--- src/rtl/arbitro_division.sv ---
// Arbiter that shares one multi-cycle divider between requesters A and B.
// Round-robin on ties, latched operands, rising-edge completion, timeout abort.
module arbitro_division #(
    parameter int WIDTH   = 16,
    parameter int TIMEOUT = 255
) (
    input  logic             clock,
    input  logic             resetN,
    input  logic             validoA,
    input  logic [WIDTH-1:0] dividendoA,
    input  logic [WIDTH-1:0] divisorA,
    output logic             listoA,
    input  logic             validoB,
    input  logic [WIDTH-1:0] dividendoB,
    input  logic [WIDTH-1:0] divisorB,
    output logic             listoB,
    output logic             divStart,
    output logic [WIDTH-1:0] divDividendo,
    output logic [WIDTH-1:0] divDivisor,
    input  logic             divisionLista,
    input  logic [WIDTH-1:0] divCociente,
    input  logic [WIDTH-1:0] divResto,
    output logic [WIDTH-1:0] salida,
    output logic [WIDTH-1:0] resto,
    output logic             validoS,
    output logic             idS,
    output logic             errorDiv
);

    localparam logic [1:0] ST_IDLE  = 2'd0;
    localparam logic [1:0] ST_START = 2'd1;
    localparam logic [1:0] ST_WAIT  = 2'd2;
    localparam logic [1:0] ST_OUT   = 2'd3;

    // WAIT lasts TIMEOUT cycles at most; the counter starts at 0 in the first WAIT cycle.
    localparam logic [7:0] CNT_LAST = 8'(TIMEOUT - 1);

    logic [1:0]       state_q, state_d;
    logic             last_grant_q, last_grant_d;
    logic             id_q, id_d;
    logic [WIDTH-1:0] dividendo_q, dividendo_d;
    logic [WIDTH-1:0] divisor_q, divisor_d;
    logic [7:0]       cnt_q, cnt_d;
    logic             lista_prev_q, lista_prev_d;
    logic [WIDTH-1:0] salida_q, salida_d;
    logic [WIDTH-1:0] resto_q, resto_d;
    logic             ids_q, ids_d;
    logic             error_q, error_d;

    logic             grant_b;
    logic             listo_a, listo_b;
    logic             lista_edge;
    logic [WIDTH-1:0] sel_dividendo, sel_divisor;

    always_comb begin
        state_d      = state_q;
        last_grant_d = last_grant_q;
        id_d         = id_q;
        dividendo_d  = dividendo_q;
        divisor_d    = divisor_q;
        cnt_d        = cnt_q;
        lista_prev_d = divisionLista;
        salida_d     = salida_q;
        resto_d      = resto_q;
        ids_d        = ids_q;
        error_d      = error_q;
        listo_a      = 1'b0;
        listo_b      = 1'b0;
        lista_edge   = divisionLista & ~lista_prev_q;
        // B wins when alone, or on a tie when A was served last.
        grant_b       = validoB & (~validoA | ~last_grant_q);
        sel_dividendo = grant_b ? dividendoB : dividendoA;
        sel_divisor   = grant_b ? divisorB   : divisorA;

        case (state_q)
            ST_IDLE: begin
                if (validoA || validoB) begin
                    listo_a      = ~grant_b;
                    listo_b      = grant_b;
                    last_grant_d = grant_b;
                    id_d         = grant_b;
                    dividendo_d  = sel_dividendo;
                    divisor_d    = sel_divisor;
                    if (sel_divisor == '0) begin
                        salida_d = '1;
                        resto_d  = sel_dividendo;
                        ids_d    = grant_b;
                        error_d  = 1'b1;
                        state_d  = ST_OUT;
                    end else begin
                        state_d  = ST_START;
                    end
                end
            end
            ST_START: begin
                cnt_d   = '0;
                state_d = ST_WAIT;
            end
            ST_WAIT: begin
                if (lista_edge) begin
                    salida_d = divCociente;
                    resto_d  = divResto;
                    ids_d    = id_q;
                    error_d  = 1'b0;
                    state_d  = ST_OUT;
                end else if (cnt_q == CNT_LAST) begin
                    salida_d = '0;
                    resto_d  = '0;
                    ids_d    = id_q;
                    error_d  = 1'b1;
                    state_d  = ST_OUT;
                end else begin
                    cnt_d = cnt_q + 8'd1;
                end
            end
            default: begin
                state_d = ST_IDLE;
            end
        endcase
    end

    always_ff @(posedge clock or negedge resetN) begin
        if (!resetN) begin
            state_q      <= ST_IDLE;
            last_grant_q <= 1'b1;
            id_q         <= 1'b0;
            dividendo_q  <= '0;
            divisor_q    <= '0;
            cnt_q        <= '0;
            lista_prev_q <= 1'b0;
            salida_q     <= '0;
            resto_q      <= '0;
            ids_q        <= 1'b0;
            error_q      <= 1'b0;
        end else begin
            state_q      <= state_d;
            last_grant_q <= last_grant_d;
            id_q         <= id_d;
            dividendo_q  <= dividendo_d;
            divisor_q    <= divisor_d;
            cnt_q        <= cnt_d;
            lista_prev_q <= lista_prev_d;
            salida_q     <= salida_d;
            resto_q      <= resto_d;
            ids_q        <= ids_d;
            error_q      <= error_d;
        end
    end

    assign listoA       = listo_a;
    assign listoB       = listo_b;
    assign divStart     = (state_q == ST_START);
    assign divDividendo = dividendo_q;
    assign divDivisor   = divisor_q;
    assign salida       = salida_q;
    assign resto        = resto_q;
    assign idS          = ids_q;
    assign validoS      = (state_q == ST_OUT);
    assign errorDiv     = (state_q == ST_OUT) & error_q;

endmodule
--- config.mk ---
export PLATFORM = sky130hd
export DESIGN_NAME = arbitro_division
export DESIGN_NICKNAME = d
export VERILOG_FILES = /design/src/rtl/arbitro_division.sv
export SDC_FILE = /design/constraint.sdc
export NUM_CORES = 1
export LEC_CHECK = 0
export CAP_MARGIN = 20
export CORE_ASPECT_RATIO = 0.8
export CORE_MARGIN = 2
export CORE_UTILIZATION = 35
export CTS_CLUSTER_DIAMETER = 120
export DETAILED_ROUTE_END_ITERATION = 8
export PLACE_DENSITY = 0.75
export SLEW_MARGIN = 20
export SYNTH_ARGS = -nofsm -noshare
export SYNTH_HDL_FRONTEND = slang
export SYNTH_SLANG_ARGS = --single-unit
export TNS_END_PERCENT = 1
--- constraint.sdc ---
create_clock -name clock -period 2.3 [get_ports clock]
set_input_delay 0.46 -clock clock [delete_from_list [all_inputs] [get_ports clock]]
set_output_delay 0.46 -clock clock [all_outputs]
set_load 0.05 [all_outputs]
==> impl_results.md <==
- Worst skew pair latency: 0.33 ns
- Starting density of the core: 0.356
- Hold WC Path Type: primary input to asynchronous set/reset pin
- Global route total overflow: 0
- Slew Viols, Final: 0
- Antenna cells: 0
- Avg Cell Area, Syn: 10.4 µm²
- XOR/XNOR share of the synthesized area: 0.00433
- Area leader, netlist: dfrtp_1
- Total buffers and inverters traversed by the critical path: 2
- Cells after synthesis: 389
- First-pass GRT wire length: 19.3 mm
- DP Worst Slack: -0.383 ns
- Worst-path clk slew: 0.06 ns
- YS warnings: 0
- Placer Congestion: 0.848
- Port Buf Inserts: 170
- Clk root buf: clkbuf_16
- DP HPWL: 8.83 mm
- Commonest non-fill, non-tap cell in the layout: clkdlybuf4s50_1
- Pre-antenna DRT Iters: 6
- Die Area: 12,400 µm²
- Post-CTS Setup Inserts: 0
- #FFs+latches synth: 79
- Fillcell total: 989
- IO Pins: 171
- Die H: 100 µm
- Syn nets: 496
- Initial antenna violation count: 0
- Synth Area in Adders: 0.0185
- Core area: 11,400 µm²
- DR iter-0 viols: 130
- CP endpoint kind: flip-flop
- Pleak: 0.00280 µW
- Setup TNS: 0 ns
- Compound-Gate Fraction of Synth Area: 0.100
- Routed WL per cell: 16.8 µm
- Final wirelength: 12.1 mm
- CTS buffer count: 9
- Routed Antenna Nets: 0
- CP Data Required Time: 2.51 ns
- CTS tree: yes
- Power per cell area: 1500 nW/µm²
- Final Hold Fails: 0
- Startpoint Class: primary input
- Worst-path cell chain: clkdlybuf4s50_1 > nor4_1 > and4_4 > mux2_4 > o211a_4 > clkbuf_16 > mux2_4
- Mux cell area share after synthesis: 0.204
- Max Cap Violations: 0
- Critical path fanouts, max: 5
- Crit-path most repeated cell: mux2_4
- Num rows: 35
- Die X-Extent: 124 µm
- Area growth from synthesis to layout: 59.4%
- Post-synth cell types: 38
- Vias per cell: 4.87
- Count of final setup violators: 0
- Peak VDD IR: 0.000860 V
- DRC violations left: 0
- Worst Skew: 0.00711 ns
- Sequential fraction of the synthesis area: 0.489
- Vias after detailed routing: 3,523
- Setup ws final: 0.0163 ns
- Period utilization: 0.993
- Post-Syn Area: 4050 µm²
- Synth area leaders: dfrtp_1 (48%), mux2_4 (11%), mux2i_1 (7.9%)
- Vias in the first global route: 3,741
- Layout cell share with drive strength beyond 1: 0.160
- Crit path kind: primary input to flip-flop
- Tmin final: 2.28 ns
- Highest clock rate: 438 MHz
- Status: finished clean
- Commonest cells after routing, fill and taps aside: clkdlybuf4s50_1 (158), nand2_1 (78), dfrtp_1 (78), o21ai_0 (55), mux2i_1 (32)
- RSZ-0062 raised after global routing: false
- Relative slew slack: 0.562
- Largest net degree at the start of global routing: 47
- Fin Hold WS: 0.111 ns
- Largest delay contributor family on the critical path: buffers and inverters
- Sink Count: 79
- Hold-fix buffers at CTS: 0
- GRT Overall Usage: 0.195
- Synth Area in Simple Gates: 0.143
- CP max stage cell: clkdlybuf4s50_1
- Yosys top cell area share: 0.482
- CP Data Arrival Time: 2.49 ns
- H-tree levels: 3
- NumNets Final: 677
- Slew at the pin closest to its max-slew limit: 0.653 ns
- Largest family of logic cells by synthesized area: multiplexers
- Critical Path Max Stage Delay: 0.44 ns
- Clock Tree Buf Depth: 2
-- stage by stage --
stage,cell area (µm²),utilization,power [µW],std cells
detailed placement,6060,0.532,8180,704
global route,6450,0.567,10200,723
CTS,6360,0.559,9610,721
finish,6450,0.567,9690,723
floorplan,4060,-,6250,389
global placement,6060,0.532,8020,704
-- worst reg2reg max path: cells and delay by family (launching register included) --
family	cells	cell delay, ns
DFF	1	0.41
and+or+nand+nor	1	0.11
buffers and inverters	2	0.30
AOI/OAI and AO/OA	2	0.52
muxes	1	0.30
adders and majority gates	1	0.35
-- area by class of cell --
type / count / area (µm²) / share of cell area
clock buffers: 14 / 244 / 0.0378
clock inverters: 2 / 12.5 / 0.00194
inverters: 6 / 22.5 / 0.00349
multi-input cells: 277 / 1980 / 0.307
flip-flops and latches: 79 / 1980 / 0.307
well taps: 148 / 185 / 0.0287
repair buffers: 197 / 2030 / 0.315
-- metal layers --
metal  track usage  share of wire  wire length, µm  up-vias
li1              -              -                -     1712
met1         0.236           0.43             5240     1691
met2         0.340           0.49             6000      106
met3        0.0650          0.058              705       14
met4        0.0467          0.016              191        0
met5             0              0                0        -
-- logic make-up (layout without fill, tap and decap cells) --
logic type / after synthesis / in the layout
AND/OR/NAND/NOR: 129 / 129
flip-flops: 79 / 79
AO/OA/AOI/OAI: 73 / 73
multiplexers: 67 / 67
buffers and inverters: 33 / 219
adder cells (fa/ha/maj): 6 / 6
XOR/XNOR: 2 / 2
-- flip-flops by register name, indices dropped and copies added, names as in the netlist --
name          count
resto            16
divDivisor       16
id_q              1
divDividendo     16
state_q           2
idS               1
salida           16
error_q           1
cnt_q             8
last_grant_q      1
lista_prev_q      1
-- repair_timing --
item,in CTS,in global routing
resized for setup,5,12
endpoints found under the setup margin,20,36
pin swaps,2,3
cloned,1,2
-- path summary, 6_finish.rpt --
kind / cells past startpoint / slack, ns / endpoint / start
min: 1 / 0.11 / divDividendo[6] / resetN
min in group clock: 2 / 0.48 / divDivisor[1] / divDivisor[1]
max reg2reg: 7 / 0.19 / idS / state_q[0]
max: 7 / 0.02 / idS / divisorA[8]
max in group asynchronous: 2 / 1.50 / last_grant_q / resetN
min reg2reg: 2 / 0.48 / divDivisor[1] / divDivisor[1]
-- synth_stat cells --
master and count:
dfrtp_1 78, a21o_1 2, nor4_1 8, a21oi_1 4, buf_6 5, o211ai_1 2, buf_1 2, o21ai_0 56
inv_1 6, buf_2 2, nor2b_1 3, and2_1 2, o21ba_2 1, a21boi_0 1, mux2_2 5, or2_2 1
mux2_4 30, nor2_1 5, nand4_1 2, nor3b_1 1, a32oi_1 1, ha_1 6, nand2_1 78, nand3b_1 1
xnor2_1 2, clkbuf_1 17, or3_1 1, a21boi_1 1, o31ai_1 3, mux2i_1 32, buf_4 1, a22o_1 1
o211a_1 1, nand3_1 20, nor3_1 3, nand2b_1 2, dfstp_2 1, and4_1 2
-- where the power goes --
group / leakage, µW / internal (µW) / total, µW / switching [µW]
clock: 0.000121 / 731 / 1260 / 528
sequential: 0.000943 / 1990 / 2350 / 357
combinational: 0.00173 / 2460 / 6080 / 3610
total: 0.00280 / 5190 / 9690 / 4500
(Power assumes the default switching activity.)
